File: src/rtl/elastic_config_loader.sv
// elastic_config_loader: streams packed per-PE context records into the ElasticPE
// config memories over a broadcast config bus with one-hot per-PE write strobes,
// then pulses start_exec once every write has landed.
module elastic_config_loader #(
  parameter int unsigned PE_NUM                  = 16,
  parameter int unsigned CONTEXT_SIZE            = 16,
  parameter int unsigned CONTEXT_SIZE_BIT_LENGTH = 4,
  parameter int unsigned INPUT_NUM_BIT_LENGTH    = 3,
  parameter int unsigned NEIGHBOR_PE_NUM         = 4,
  parameter int unsigned OPERATION_BIT_LENGTH    = 4,
  parameter int unsigned DATA_WIDTH              = 32
) (
  input  logic                                  clk,
  input  logic                                  reset,
  input  logic                                  load_start,
  input  logic [CONTEXT_SIZE_BIT_LENGTH-1:0]    load_context_max_id,
  input  logic [2*INPUT_NUM_BIT_LENGTH+NEIGHBOR_PE_NUM+OPERATION_BIT_LENGTH+DATA_WIDTH-1:0] rec_data,
  input  logic                                  rec_valid,
  output logic                                  rec_stop,
  output logic [INPUT_NUM_BIT_LENGTH-1:0]       config_input_PE_index_1,
  output logic [INPUT_NUM_BIT_LENGTH-1:0]       config_input_PE_index_2,
  output logic [NEIGHBOR_PE_NUM-1:0]            config_output_PE_index,
  output logic [OPERATION_BIT_LENGTH-1:0]       config_op,
  output logic [DATA_WIDTH-1:0]                 config_const_data,
  output logic [CONTEXT_SIZE_BIT_LENGTH-1:0]    config_index,
  output logic [PE_NUM-1:0]                     write_config_data,
  output logic                                  start_exec,
  output logic [CONTEXT_SIZE_BIT_LENGTH-1:0]    mapping_context_max_id,
  output logic                                  busy,
  output logic                                  load_error
);

  localparam int unsigned CTX_W    = CONTEXT_SIZE_BIT_LENGTH;
  localparam int unsigned PE_IDX_W = (PE_NUM > 1) ? $clog2(PE_NUM) : 1;
  localparam int unsigned INW      = INPUT_NUM_BIT_LENGTH;
  localparam int unsigned NBW      = NEIGHBOR_PE_NUM;
  localparam int unsigned OPW      = OPERATION_BIT_LENGTH;
  localparam int unsigned OP_LSB   = DATA_WIDTH;
  localparam int unsigned MASK_LSB = OP_LSB + OPW;
  localparam int unsigned IN2_LSB  = MASK_LSB + NBW;
  localparam int unsigned IN1_LSB  = IN2_LSB + INW;

  // DRAIN separates the final write strobe from start_exec by one cycle
  typedef enum logic [1:0] {
    S_IDLE  = 2'd0,
    S_LOAD  = 2'd1,
    S_DRAIN = 2'd2,
    S_START = 2'd3
  } state_t;

  state_t                r_state;
  state_t                w_next_state;
  logic [PE_IDX_W-1:0]   r_pe;
  logic [CTX_W-1:0]      r_ctx;
  logic                  w_max_ok;
  logic                  w_accept;
  logic                  w_reject;
  logic                  w_xfer;
  logic                  w_last_pe;
  logic                  w_last_rec;
  logic                  w_rec_stop;
  logic                  w_busy;
  logic                  w_start;

  // Load request qualification and record handshake decode
  assign w_max_ok   = ({1'b0, load_context_max_id} < (CTX_W+1)'(CONTEXT_SIZE));
  assign w_accept   = (r_state == S_IDLE) && load_start && w_max_ok;
  assign w_reject   = (r_state == S_IDLE) && load_start && !w_max_ok;
  assign w_xfer     = (r_state == S_LOAD) && rec_valid;
  assign w_last_pe  = (r_pe == PE_IDX_W'(PE_NUM - 1));
  assign w_last_rec = w_last_pe && (r_ctx == mapping_context_max_id);

  // State register
  always_ff @(posedge clk or posedge reset) begin
    if (reset) r_state <= S_IDLE;
    else       r_state <= w_next_state;
  end

  // Next-state logic
  always_comb begin
    w_next_state = r_state;
    case (r_state)
      S_IDLE:  if (w_accept)              w_next_state = S_LOAD;
      S_LOAD:  if (w_xfer && w_last_rec)  w_next_state = S_DRAIN;
      S_DRAIN:                            w_next_state = S_START;
      S_START:                            w_next_state = S_IDLE;
      default:                            w_next_state = S_IDLE;
    endcase
  end

  // State-decoded outputs
  always_comb begin
    w_rec_stop = 1'b1;
    w_busy     = 1'b1;
    w_start    = 1'b0;
    case (r_state)
      S_IDLE:  w_busy     = 1'b0;
      S_LOAD:  w_rec_stop = 1'b0;
      S_START: w_start    = 1'b1;
      default: ;
    endcase
  end

  assign rec_stop   = w_rec_stop;
  assign busy       = w_busy;
  assign start_exec = w_start;

  // PE-major record position counters and latched mapping size
  always_ff @(posedge clk or posedge reset) begin
    if (reset) begin
      r_pe                   <= '0;
      r_ctx                  <= '0;
      mapping_context_max_id <= '0;
      load_error             <= 1'b0;
    end else begin
      if (w_accept) begin
        r_pe                   <= '0;
        r_ctx                  <= '0;
        mapping_context_max_id <= load_context_max_id;
        load_error             <= 1'b0;
      end else begin
        if (w_reject) load_error <= 1'b1;
        if (w_xfer) begin
          if (w_last_pe) begin
            r_pe  <= '0;
            r_ctx <= r_ctx + CTX_W'(1);
          end else begin
            r_pe  <= r_pe + PE_IDX_W'(1);
          end
        end
      end
    end
  end

  // Broadcast config bus: fields hold between writes, strobe qualifies them
  always_ff @(posedge clk or posedge reset) begin
    if (reset) begin
      config_input_PE_index_1 <= '0;
      config_input_PE_index_2 <= '0;
      config_output_PE_index  <= '0;
      config_op               <= '0;
      config_const_data       <= '0;
      config_index            <= '0;
      write_config_data       <= '0;
    end else begin
      write_config_data <= '0;
      if (w_xfer) begin
        config_input_PE_index_1 <= rec_data[IN1_LSB +: INW];
        config_input_PE_index_2 <= rec_data[IN2_LSB +: INW];
        config_output_PE_index  <= rec_data[MASK_LSB +: NBW];
        config_op               <= rec_data[OP_LSB +: OPW];
        config_const_data       <= rec_data[0 +: DATA_WIDTH];
        config_index            <= r_ctx;
        write_config_data       <= PE_NUM'(1) << r_pe;
      end
    end
  end

endmodule

File: config.mk
export PLATFORM = sky130hd
export DESIGN_NAME = elastic_config_loader
export DESIGN_NICKNAME = d
export VERILOG_FILES = /design/src/rtl/elastic_config_loader.sv
export SDC_FILE = /design/constraint.sdc
export NUM_CORES = 1
export LEC_CHECK = 0
export ABC_AREA = 1
export CAP_MARGIN = 20
export CORE_ASPECT_RATIO = 2
export CORE_UTILIZATION = 40
export DETAILED_ROUTE_END_ITERATION = 12
export GPL_TIMING_DRIVEN = 0
export HOLD_SLACK_MARGIN = 0.03
export PLACE_DENSITY = 0.75
export RECOVER_POWER = 25
export SLEW_MARGIN = 25
export SYNTH_ARGS = -nofsm -noshare
export SYNTH_HDL_FRONTEND = slang
export SYNTH_SLANG_ARGS = --single-unit
File: constraint.sdc
create_clock -name clk -period 3.7 [get_ports clk]
set_clock_uncertainty 0.1 [all_clocks]
set_input_delay 1.11 -clock clk [delete_from_list [all_inputs] [get_ports clk]]
set_output_delay 1.11 -clock clk [all_outputs]
set_load 0.02 [all_outputs]
==> impl_results.md, run 1 <==
* Final nets at 564
* Worst endpoint data arrival time at 1.75 ns
* Hold WS at 0.374 ns
* Post-CTS setup buffers at 0
* Gp weighted congestion at 0.798
* Final ANT Viol Nets at 0
* Slowest CP cell: clkdlybuf4s50_1
* Max-cap violation count at 1
* Core ar. at 7890 um^2
* Gr usage total at 0.202
* Maximum fanout along the worst path at 4
* Clock-pin slew on the worst setup and hold paths at 0.05 ns
* Routed WL at 8040 um
* Leak Pwr at 2.42 nW
* Share of layout cells above drive strength 1 at 0.0579
* DRT Pass-1 Iters at 4
* Yosys top cell area share at 0.620
* Max Slew Vio Count at 37
* Pwr per Cell Area at 804 nW/um^2
* Avg Inst Size Synth at 8.97 um^2
* Setup CP Type: flip-flop to primary output
* Antenna violations before repair at 0
* Initial Util at 0.410
* WP data required at 2.49 ns
* Post-place setup slack at 1.03 ns
* Hold Vio Cnt, Final at 0
* Filler cell count at 704
* Clk buf depth at 2
* Cells after synthesis at 360
* Vias at 2799
* # DRC at 0
* Die span in y at 129 um
* Yosys cell types at 19
* H-Tree Depth at 3
* Clock net sink count at 80
* Ys async rst share at 1.00
* PostCTS Resize Cnt at 0
* Top-count cell post-synth: nand2_1
* Util after Layout at 0.626
* EDFF count, synth at 0
* Root Driver: clkbuf_16
* Clock tree from TritonCTS: built
* Final period util at 0.801
* Top delay family on crit path: buffers and inverters
* P&R area growth vs syn at 52.8%
* Number of synthesized register bits at 80
* Worst path depth at 4
* Total CTS buffers at 9
* Failing checks: capacitance limit, slew limit
* Min Tclk post-route at 2.96 ns
* Final WS setup at 0.736 ns
* Worst-case reg-to-reg path depth at 9
* RSZ-0062 raised after global routing: no
* Placement Rows at 46
* HPWL Detailed at 6030 um
* Prevailing post-synth register cell: dfrtp_1
* CP endpoint kind: primary output
* Most used cell, CP: inv_1
* Worst Max-Slew Pin Slew at 1.67 ns
* Clk_lat worst skew at 0.32 ns
* Top cells by count, synth: 173 x nand2_1, 80 x dfrtp_1, 26 x nor2_1
* CP startpoint kind: flip-flop
* WL/cell at 13.5 um
* Hold-fix buffers, CTS at 0
* Number of I/O pins at 128
* Worst Hold Class: flip-flop to flip-flop
* PortBufs at 126
* Largest stage delay, worst path at 0.62 ns
* Worst vdd ir at 0.488 mV
* Leading area contributor after synthesis: dfrtp_1
* Number of synthesis warnings at 0
* Vias in the first global route at 2751
* Total grt overflow at 0
* Rel. slew slack at -0.122
* Global-route wire length before repair at 12700 um
* Register area share after synthesis at 0.620
* Endpoints failing setup at 0
* Main area contributors after synthesis: dfrtp_1 62%, nand2_1 20%, ha_1 4.6%
* Die area at 8460 um^2
* # diodes at 0
* Largest net degree at the start of global routing at 45
* Synth Net Count at 426
* Critical path, cell by cell: inv_1, ha_1, inv_1, clkdlybuf4s50_1
* Max Fclk at 0.337 GHz
* Cell Area, Synth at 3230 um^2
* Crit path buf inv count at 3
* Status: complete, but fails checks
* Die Span X at 65.5 um
* Hold path cells at 2
* Starting DRC count in detailed routing at 129
* Vias per cell at 4.69
==> layout make-up <==
class | instances | area [um^2] | area share
tap | 96 | 120 | 0.0243
clock inverter | 4 | 70.1 | 0.0142
timing repair buffer | 127 | 1280 | 0.260
inverter | 21 | 80.1 | 0.0162
buffer | 13 | 67.6 | 0.0137
multi-input combinational | 246 | 1080 | 0.218
sequential | 80 | 2000 | 0.406
clock buffer | 10 | 239 | 0.0484
==> state kept, by name, indices dropped and copies added, names as in the netlist, 3 cells and up <==
signal / cells
config_const_data: 32
write_config_data: 16
config_index: 4
config_op: 4
config_output_PE_index: 4
mapping_context_max_id: 4
r_ctx: 4
r_pe: 4
config_input_PE_index_1: 3
config_input_PE_index_2: 3
==> path summary, 6_finish.rpt <==
path	from	endpoint	slack (ns)
min reg2reg	config_input_PE_index_1[1]	config_input_PE_index_1[1]	0.37
min	config_input_PE_index_1[1]	config_input_PE_index_1[1]	0.37
min in group asynchronous	reset	config_const_data[6]	1.55
max in group asynchronous	reset	r_ctx[1]	1.10
max reg2reg	r_state[1]	r_state[1]	1.88
max	r_state[0]	busy	0.74
==> routing by layer <==
metal	vias up	track usage	share of wire
met1	1315	0.208	0.36
met3	17	0.0546	0.054
met4	0	0.107	0.031
li1	1369	-	-
met5	-	0	0
met2	98	0.360	0.55
==> logic make-up after synthesis <==
group | share of synthesized area
compound gates | 0.0298
fa+ha+maj | 0.0465
buf+inv | 0.0453
flops | 0.620
other cells | 0.00116
simple gates | 0.257
==> stage by stage <==
stage	setup TNS, ns	std cells	total power [mW]	cell area (um^2)
global route	0	597	4.22	4940
finish	0	597	3.97	4940
detailed placement	0	583	3.09	4630
floorplan	0	360	2.25	3230
global placement	-65.75	582	3.03	4610
CTS	0	597	4.03	4940
==> layout by cell type (no fill, tap or decap) <==
master	n
nand2_1	173
clkdlybuf4s50_1	124
dfrtp_1	80
nor2_1	26
inv_1	19
ha_1	12
o21ai_0	10
nand3_1	9
clkbuf_16	9
a21oi_1	7
buf_2	6
clkbuf_1	4
buf_4	3
nor3_1	3
or2_2	2
bufinv_16	2
clkinv_2	2
dlygate4sd3_1	2
inv_2	1
nand2_2	1
clkinvlp_2	1
o21ai_1	1
o22ai_1	1
conb_1	1
clkbuf_8	1
buf_12	1
==> report_power, final <==
part           internal, mW  switching [mW]
clock                 0.598           0.313
sequential             1.18           0.170
combinational         0.768           0.940
==> worst reg2reg max path: stages (launching register included) <==
cell	delay (ns)
dfrtp_1	0.41
inv_1	0.11
ha_1	0.22
nand3_1	0.28
nor2_1	0.19
nand3_1	0.11
nand2_1	0.11
nand2_1	0.09
nand2_1	0.06
nand2_1	0.05
Power figures use the tool's default switching activity.
==> inputs of run 2 (changes only) <==
--- a/config.mk
+++ b/config.mk
@@ -8,11 +8,11 @@
 export ABC_AREA = 1
 export CAP_MARGIN = 20
 export CORE_ASPECT_RATIO = 2
-export CORE_UTILIZATION = 40
+export CORE_UTILIZATION = 39
 export DETAILED_ROUTE_END_ITERATION = 12
 export GPL_TIMING_DRIVEN = 0
 export HOLD_SLACK_MARGIN = 0.03
-export PLACE_DENSITY = 0.75
+export PLACE_DENSITY = 0.76
 export RECOVER_POWER = 25
 export SLEW_MARGIN = 25
 export SYNTH_ARGS = -nofsm -noshare
==> constraint.sdc (replaced) <==
create_clock -name clk -period 2.6 [get_ports clk]
set_clock_uncertainty 0.1 [all_clocks]
set_input_delay 0.78 -clock clk [delete_from_list [all_inputs] [get_ports clk]]
set_output_delay 0.78 -clock clk [all_outputs]
set_load 0.02 [all_outputs]
==> impl_results.md, run 2 (synthesized netlist as in run 1, its figures left out) <==
* Total grt overflow at 0 (unchanged)
* Most frequent cells in the layout: 173 x nand2_1, 123 x clkdlybuf4s50_1, 80 x dfrtp_1
* HPWL Detailed at 6340 um (+5.1%)
* Reg2reg end: r_state[0]
* Design area at 4960 um^2 (+0.48%)
* Largest net degree at the start of global routing at 34 (-24%)
* Die area at 8670 um^2 (+2.5%)
* Clock-pin slew on the worst setup and hold paths at 0.06 ns (about the same)
* # placed instances at 584 (+0.17%)
* HP Start: config_const_data[9]
* Die span in y at 131 um (+1.3%)
* Final period util at 0.912
* Worst vdd ir at 0.669 mV (+37%)
* WL/cell at 13.9 um (+3.4%)
* Design Power at 5.64 mW (+42%)
* Post-CTS setup buffers at 0 (unchanged)
* Initial Util at 0.404 (-0.00589)
* Rel. slew slack at 0.397 (+0.519)
* Most common cell after layout, fill and taps aside: nand2_1
* Setup CP Type: flip-flop to primary output
* Die Span X at 66.3 um (+1.2%)
* Reg-to-reg slack, setup at 0.77 ns (-1.11 ns)
* Reg2reg start: r_state[1]
* Gp weighted congestion at 0.806 (+0.95%)
* Routed WL at 8340 um (+3.7%)
* Antenna violations before repair at 0 (unchanged)
* Worst-case reg-to-reg path depth at 9 (unchanged)
* Vias at 2809 (+0.36%)
* Final nets at 565 (+0.18%)
* RSZ-0062 raised after global routing: no
* Global-route wire length before repair at 12600 um (-0.92%)
* Max-cap violation count at 0 (-1)
* Pwr per Cell Area at 1140 nW/um^2 (+42%)
* Worst Hold Class: flip-flop to flip-flop
* Hold path cells at 2 (unchanged)
* Root Driver: clkbuf_16
* PortBufs at 126 (unchanged)
* Leak Pwr at 2.43 nW (+0.63%)
* Hold Vio Cnt, Final at 0 (unchanged)
* Total CTS buffers at 9 (unchanged)
* Vias in the first global route at 2734 (-0.62%)
* DRT Pass-1 Iters at 4 (unchanged)
* Max FFs per register at 32 (unchanged)
* Worst Max-Slew Pin Slew at 0.899 ns (-0.775 ns)
* Status: finished, final reports clean
* Regs by FF count: config_const_data: 32 flops, write_config_data: 16 flops
* Placement Rows at 46 (unchanged)
* Endpoints failing setup at 0 (unchanged)
* Largest stage delay, worst path at 0.59 ns (-0.03 ns)
* WP data required at 1.72 ns (-0.77 ns)
* Maximum fanout along the worst path at 4 (unchanged)
* CP endpoint kind: primary output
* # diodes at 0 (unchanged)
* Critical path, cell by cell: ha_1, clkdlybuf4s50_1
* # DRC at 0 (unchanged)
* Slowest CP cell: clkdlybuf4s50_1
* Clk buf depth at 2 (unchanged)
* Largest Register: config_const_data
* P&R area growth vs syn at 53.6%
* Fin Setup TNS at 0 ns (unchanged)
* Clk_lat worst skew at 0.33 ns (about the same)
* Core ar. at 8000 um^2 (+1.5%)
* Starting DRC count in detailed routing at 134 (+3.9%)
* Min Tclk post-route at 2.37 ns
* Cell Count, Final, Fillers Out at 599 (+0.34%)
* Gr usage total at 0.199 (-0.00255)
* Share of layout cells above drive strength 1 at 0.0636 (+0.00573)
* Worst endpoint data arrival time at 1.49 ns (-0.26 ns)
* Max Fclk at 0.422 GHz
* Vias per cell at 4.69 (about the same)
* Clock net sink count at 80 (unchanged)
* Area after DPL at 4650 um^2 (+0.46%)
* CP startpoint kind: flip-flop
* Final ANT Viol Nets at 0 (unchanged)
* Max Slew Vio Count at 0 (-100%)
* Clock tree from TritonCTS: built
* H-Tree Depth at 3 (unchanged)
* Hold path endpoint: config_const_data[9]
* Number of I/O pins at 128 (unchanged)
-- run 2: final cells by class --
class,count,area [um^2]
fill,689,3040
sequential,80,2000
timing repair buffer,128,1300
multi-input combinational,246,1080
clock buffer,12,267
tap,96,120
inverter,21,80.1
buffer,13,67.6
clock inverter,3,40.0
-- run 2: where the power goes --
part	leakage, nW	switching (mW)	internal, mW
clock	0.154	0.452	0.812
combinational	1.25	1.36	1.09
sequential	1.03	0.247	1.68
total	2.43	2.06	3.58
-- run 2: what timing repair did --
action | in CTS | in global routing
setup endpoints to repair | 1 | 1
gates resized for setup | 1 | 1
hold buffers | 0 | 0
-- run 2: routing by layer --
metal	part of all wire	global-route usage	up-vias
li1	-	-	1365
met1	0.36	0.198	1324
met2	0.56	0.359	100
met3	0.051	0.0556	20
met4	0.033	0.114	0
met5	0	0	-
-- run 2: how the worst max path moves through the flow --
| stage | from | to | depth (start not counted) |
|---|---|---|---|
| 2_1_floorplan | reset | config_const_data[0] | 1 |
| 3_3_place_gp | reset | write_config_data[9] | 2 |
| 3_5_place_dp | rec_valid | config_input_PE_index_1[0] | 6 |
| 4_1_cts | r_state[0] | busy | 4 |
| 5_1_grt | r_state[1] | rec_stop | 4 |
| 6_report | r_state[0] | start_exec | 2 |
-- run 2: through the flow --
stage / utilization / hold slack (ns) / worst slack, ns
detailed placement: 0.582 / 0.364 / 0.254
global placement: 0.577 / 0.362 / -0.0547
global route: 0.620 / 0.398 / 0.161
floorplan: - / 0.390 / 0.810
finish: 0.620 / 0.378 / 0.228
CTS: 0.620 / 0.380 / 0.00720
-- run 2: critical path: cells and delay by family (launching register included) --
kind / cells / cell delay (ns)
DFF: 1 / 0.41
adders and majority gates: 1 / 0.16
buffers and inverters: 1 / 0.59
==> inputs of run 3 (changes only) <==
--- a/config.mk
+++ b/config.mk
@@ -5,14 +5,13 @@
 export SDC_FILE = /design/constraint.sdc
 export NUM_CORES = 1
 export LEC_CHECK = 0
-export ABC_AREA = 1
 export CAP_MARGIN = 20
 export CORE_ASPECT_RATIO = 2
 export CORE_UTILIZATION = 39
 export DETAILED_ROUTE_END_ITERATION = 12
 export GPL_TIMING_DRIVEN = 0
 export HOLD_SLACK_MARGIN = 0.03
-export PLACE_DENSITY = 0.76
+export PLACE_DENSITY = 0.75
 export RECOVER_POWER = 25
 export SLEW_MARGIN = 25
 export SYNTH_ARGS = -nofsm -noshare
==> impl_results.md, run 3 <==
* Status: finished, final reports clean
* H-Tree Depth at 3 (unchanged)
* Crit path buf inv count at 3 (+2)
* WL/cell at 13.7 um (-1.8%)
* WP data required at 1.72 ns (about the same)
* PortBufs at 126 (unchanged)
* Largest stage delay, worst path at 0.41 ns (-0.18 ns)
* Fin Setup TNS at 0 ns (unchanged)
* Final ANT Viol Nets at 0 (unchanged)
* Top delay family on crit path: buffers and inverters
* Worst endpoint data arrival time at 1.53 ns (+0.04 ns)
* CP endpoint kind: primary output
* Die span in y at 132 um (+1.2%)
* Max-cap violation count at 0 (unchanged)
* Max Fclk at 0.415 GHz (-1.6%)
* Yosys top cell area share at 0.605 (-0.0145)
* Most common cell after layout, fill and taps aside: nand2_1
* Top-count cell post-synth: nand2_1
* Cell Area, Synth at 3310 um^2 (+2.4%)
* Register area share after synthesis at 0.605 (-0.0145)
* EDFF count, synth at 0 (unchanged)
* Vias at 2788 (-0.75%)
* Worst vdd ir at 0.684 mV (+2.3%)
* Clock tree from TritonCTS: built
* Total CTS buffers at 9 (unchanged)
* Most frequent cells in the layout: 163 x nand2_1, 123 x clkdlybuf4s50_1, 80 x dfrtp_1
* Initial Util at 0.402 (-0.00199)
* Leading area contributor after synthesis: dfrtp_1
* Antenna violations before repair at 0 (unchanged)
* HPWL Detailed at 6200 um (-2.2%)
* CP startpoint kind: flip-flop
* Hold Vio Cnt, Final at 0 (unchanged)
* # diodes at 0 (unchanged)
* Critical path, cell by cell: inv_1, ha_1, inv_1, dlygate4sd2_1
* Pwr per Cell Area at 1080 nW/um^2 (-4.7%)
* Clk buf depth at 2 (unchanged)
* Total grt overflow at 0 (unchanged)
* Worst Max-Slew Pin Slew at 0.768 ns (-0.131 ns)
* Prevailing post-synth register cell: dfrtp_1
* Most used cell, CP: inv_1
* Regs by FF count: config_const_data: 32 flops, write_config_data: 16 flops
* Die area at 8870 um^2 (+2.3%)
* Routed WL at 8040 um (-3.6%)
* Ys async rst share at 1.00 (unchanged)
* Register area at 2000 um^2 (unchanged)
* Filler cell count at 703 (+2.0%)
* Placement Rows at 47 (+2.2%)
* Largest Register: config_const_data
* Setup CP Type: flip-flop to primary output
* Hold-fix buffers, CTS at 0 (unchanged)
* Clk_lat worst skew at 0.32 ns (about the same)
* Number of I/O pins at 128 (unchanged)
* Vias per cell at 4.74 (+1.1%)
* Min Tclk post-route at 2.41 ns (+0.0394 ns)
* Max Slew Vio Count at 0 (unchanged)
* Synth Net Count at 411 (-3.5%)
* Number of synthesis warnings at 0 (unchanged)
* Worst Hold Class: flip-flop to flip-flop
* Avg Inst Size Synth at 9.59 um^2 (+6.9%)
* Slowest CP cell: dfrtp_1
* Multi-input logic area at 1170 um^2 (+8.4%)
* Starting DRC count in detailed routing at 108 (-19%)
* Root Driver: clkbuf_16
* Clock-pin slew on the worst setup and hold paths at 0.05 ns (about the same)
* Die Span X at 67.1 um (+1.2%)
* Gp weighted congestion at 0.763 (-5.3%)
* Share of layout cells above drive strength 1 at 0.0918 (+0.0282)
* Endpoints failing setup at 0 (unchanged)
* Clock net sink count at 80 (unchanged)
* Final nets at 551 (-2.5%)
* Core ar. at 8230 um^2 (+2.9%)
* Cells after synthesis at 345 (-4.2%)
* Largest net degree at the start of global routing at 32 (-5.9%)
* Maximum fanout along the worst path at 5 (+1)
* Yosys cell types at 28 (+9)
* # DRC at 0 (unchanged)
* Design Power at 5.48 mW (-2.8%)
* Util after Layout at 0.614 (-0.00567)
* Gr usage total at 0.197 (-0.00252)
* Top cells by count, synth: 163 x nand2_1, 80 x dfrtp_1, 19 x nor2_1
* RSZ-0062 raised after global routing: no
* Main area contributors after synthesis: dfrtp_1 61%, nand2_1 19%, ha_1 4.5%
* Max FFs per register at 32 (unchanged)
* Number of synthesized register bits at 80 (unchanged)
* Rel. slew slack at 0.485 (+0.0878)
* DRT Pass-1 Iters at 4 (unchanged)
* Global-route wire length before repair at 13200 um (+4.9%)
* Final period util at 0.928 (+0.0151)
* Leak Pwr at 2.45 nW (+0.71%)
* P&R area growth vs syn at 52.9%
* Vias in the first global route at 2959 (+8.2%)
-- run 3: area by class of cell --
cell class                      instances  share of cell area
Sequential cell                        80               0.396
Timing Repair Buffer                  129               0.261
Multi-Input combinational cell        240               0.232
Clock buffer                           11              0.0500
Tap cell                               98              0.0242
Buffer                                 17              0.0203
Clock inverter                          5              0.0109
Inverter                                8             0.00619
-- run 3: logic make-up (layout without fill, tap and decap cells) --
| group | count (synthesis) | in the layout | share of synthesized area |
|---|---|---|---|
| simple gates | 205 | 205 | 0.251 |
| flops | 80 | 80 | 0.605 |
| buf+inv | 25 | 170 | 0.0401 |
| fa+ha+maj | 12 | 12 | 0.0454 |
| compound gates | 8 | 8 | 0.0159 |
| xor+xnor | 8 | 8 | 0.0212 |
| mux | 6 | 6 | 0.0201 |
| other cells | 1 | 1 | 0.00113 |
-- run 3: worst paths after layout --
check                                     start                     to  slack [ns]  depth (start not counted)
worst max-delay path                 r_state[1]               rec_stop        0.19                          4
worst min-delay path            config_index[1]        config_index[1]        0.37                          2
worst max register to register       r_state[1]   config_const_data[7]        0.79                          7
worst min register to register  config_index[1]        config_index[1]        0.37                          2
max in group asynchronous                 reset   config_const_data[0]        0.34                          3
min in group asynchronous                 reset  config_const_data[17]        0.92                          2
-- run 3: worst reg2reg max path, stage by stage, from the launching register on --
cell and delay (ns):
dfrtp_1 0.40, inv_1 0.11, ha_1 0.24, nand2_1 0.21, buf_2 0.27, buf_2 0.26, nand2_1 0.09, nand2_1 0.08
-- run 3: where the power goes --
group | internal [mW] | switching, mW | total [mW]
combinational | 1.07 | 1.26 | 2.34
clock | 0.792 | 0.472 | 1.26
sequential | 1.65 | 0.237 | 1.88
total | 3.51 | 1.97 | 5.48
-- run 3: through the flow --
step | instance area (um^2) | instances | hold slack [ns] | setup WS, ns
2_1_floorplan | 3310 | 345 | 0.399 | 0.810
3_3_place_gp | 4690 | 569 | 0.358 | -0.0527
3_5_place_dp | 4770 | 572 | 0.365 | 0.271
4_1_cts | 5070 | 588 | 0.379 | 0.168
5_1_grt | 5060 | 588 | 0.386 | 0.0661
6_report | 5060 | 588 | 0.372 | 0.188
-- run 3: layer usage --
metal	up-vias	GRT usage	part of all wire
met3	19	0.0407	0.051
met2	87	0.355	0.56
li1	1354	-	-
met4	0	0.0946	0.031
met1	1328	0.204	0.36
met5	-	0	0
-- run 3: timing repair --
| action | 4_1_cts | 5_1_grt |
|---|---|---|
| setup buffers | 0 | 0 |
| endpoints found under the setup margin | 2 | 0 |
| gates resized for setup | 2 | 0 |
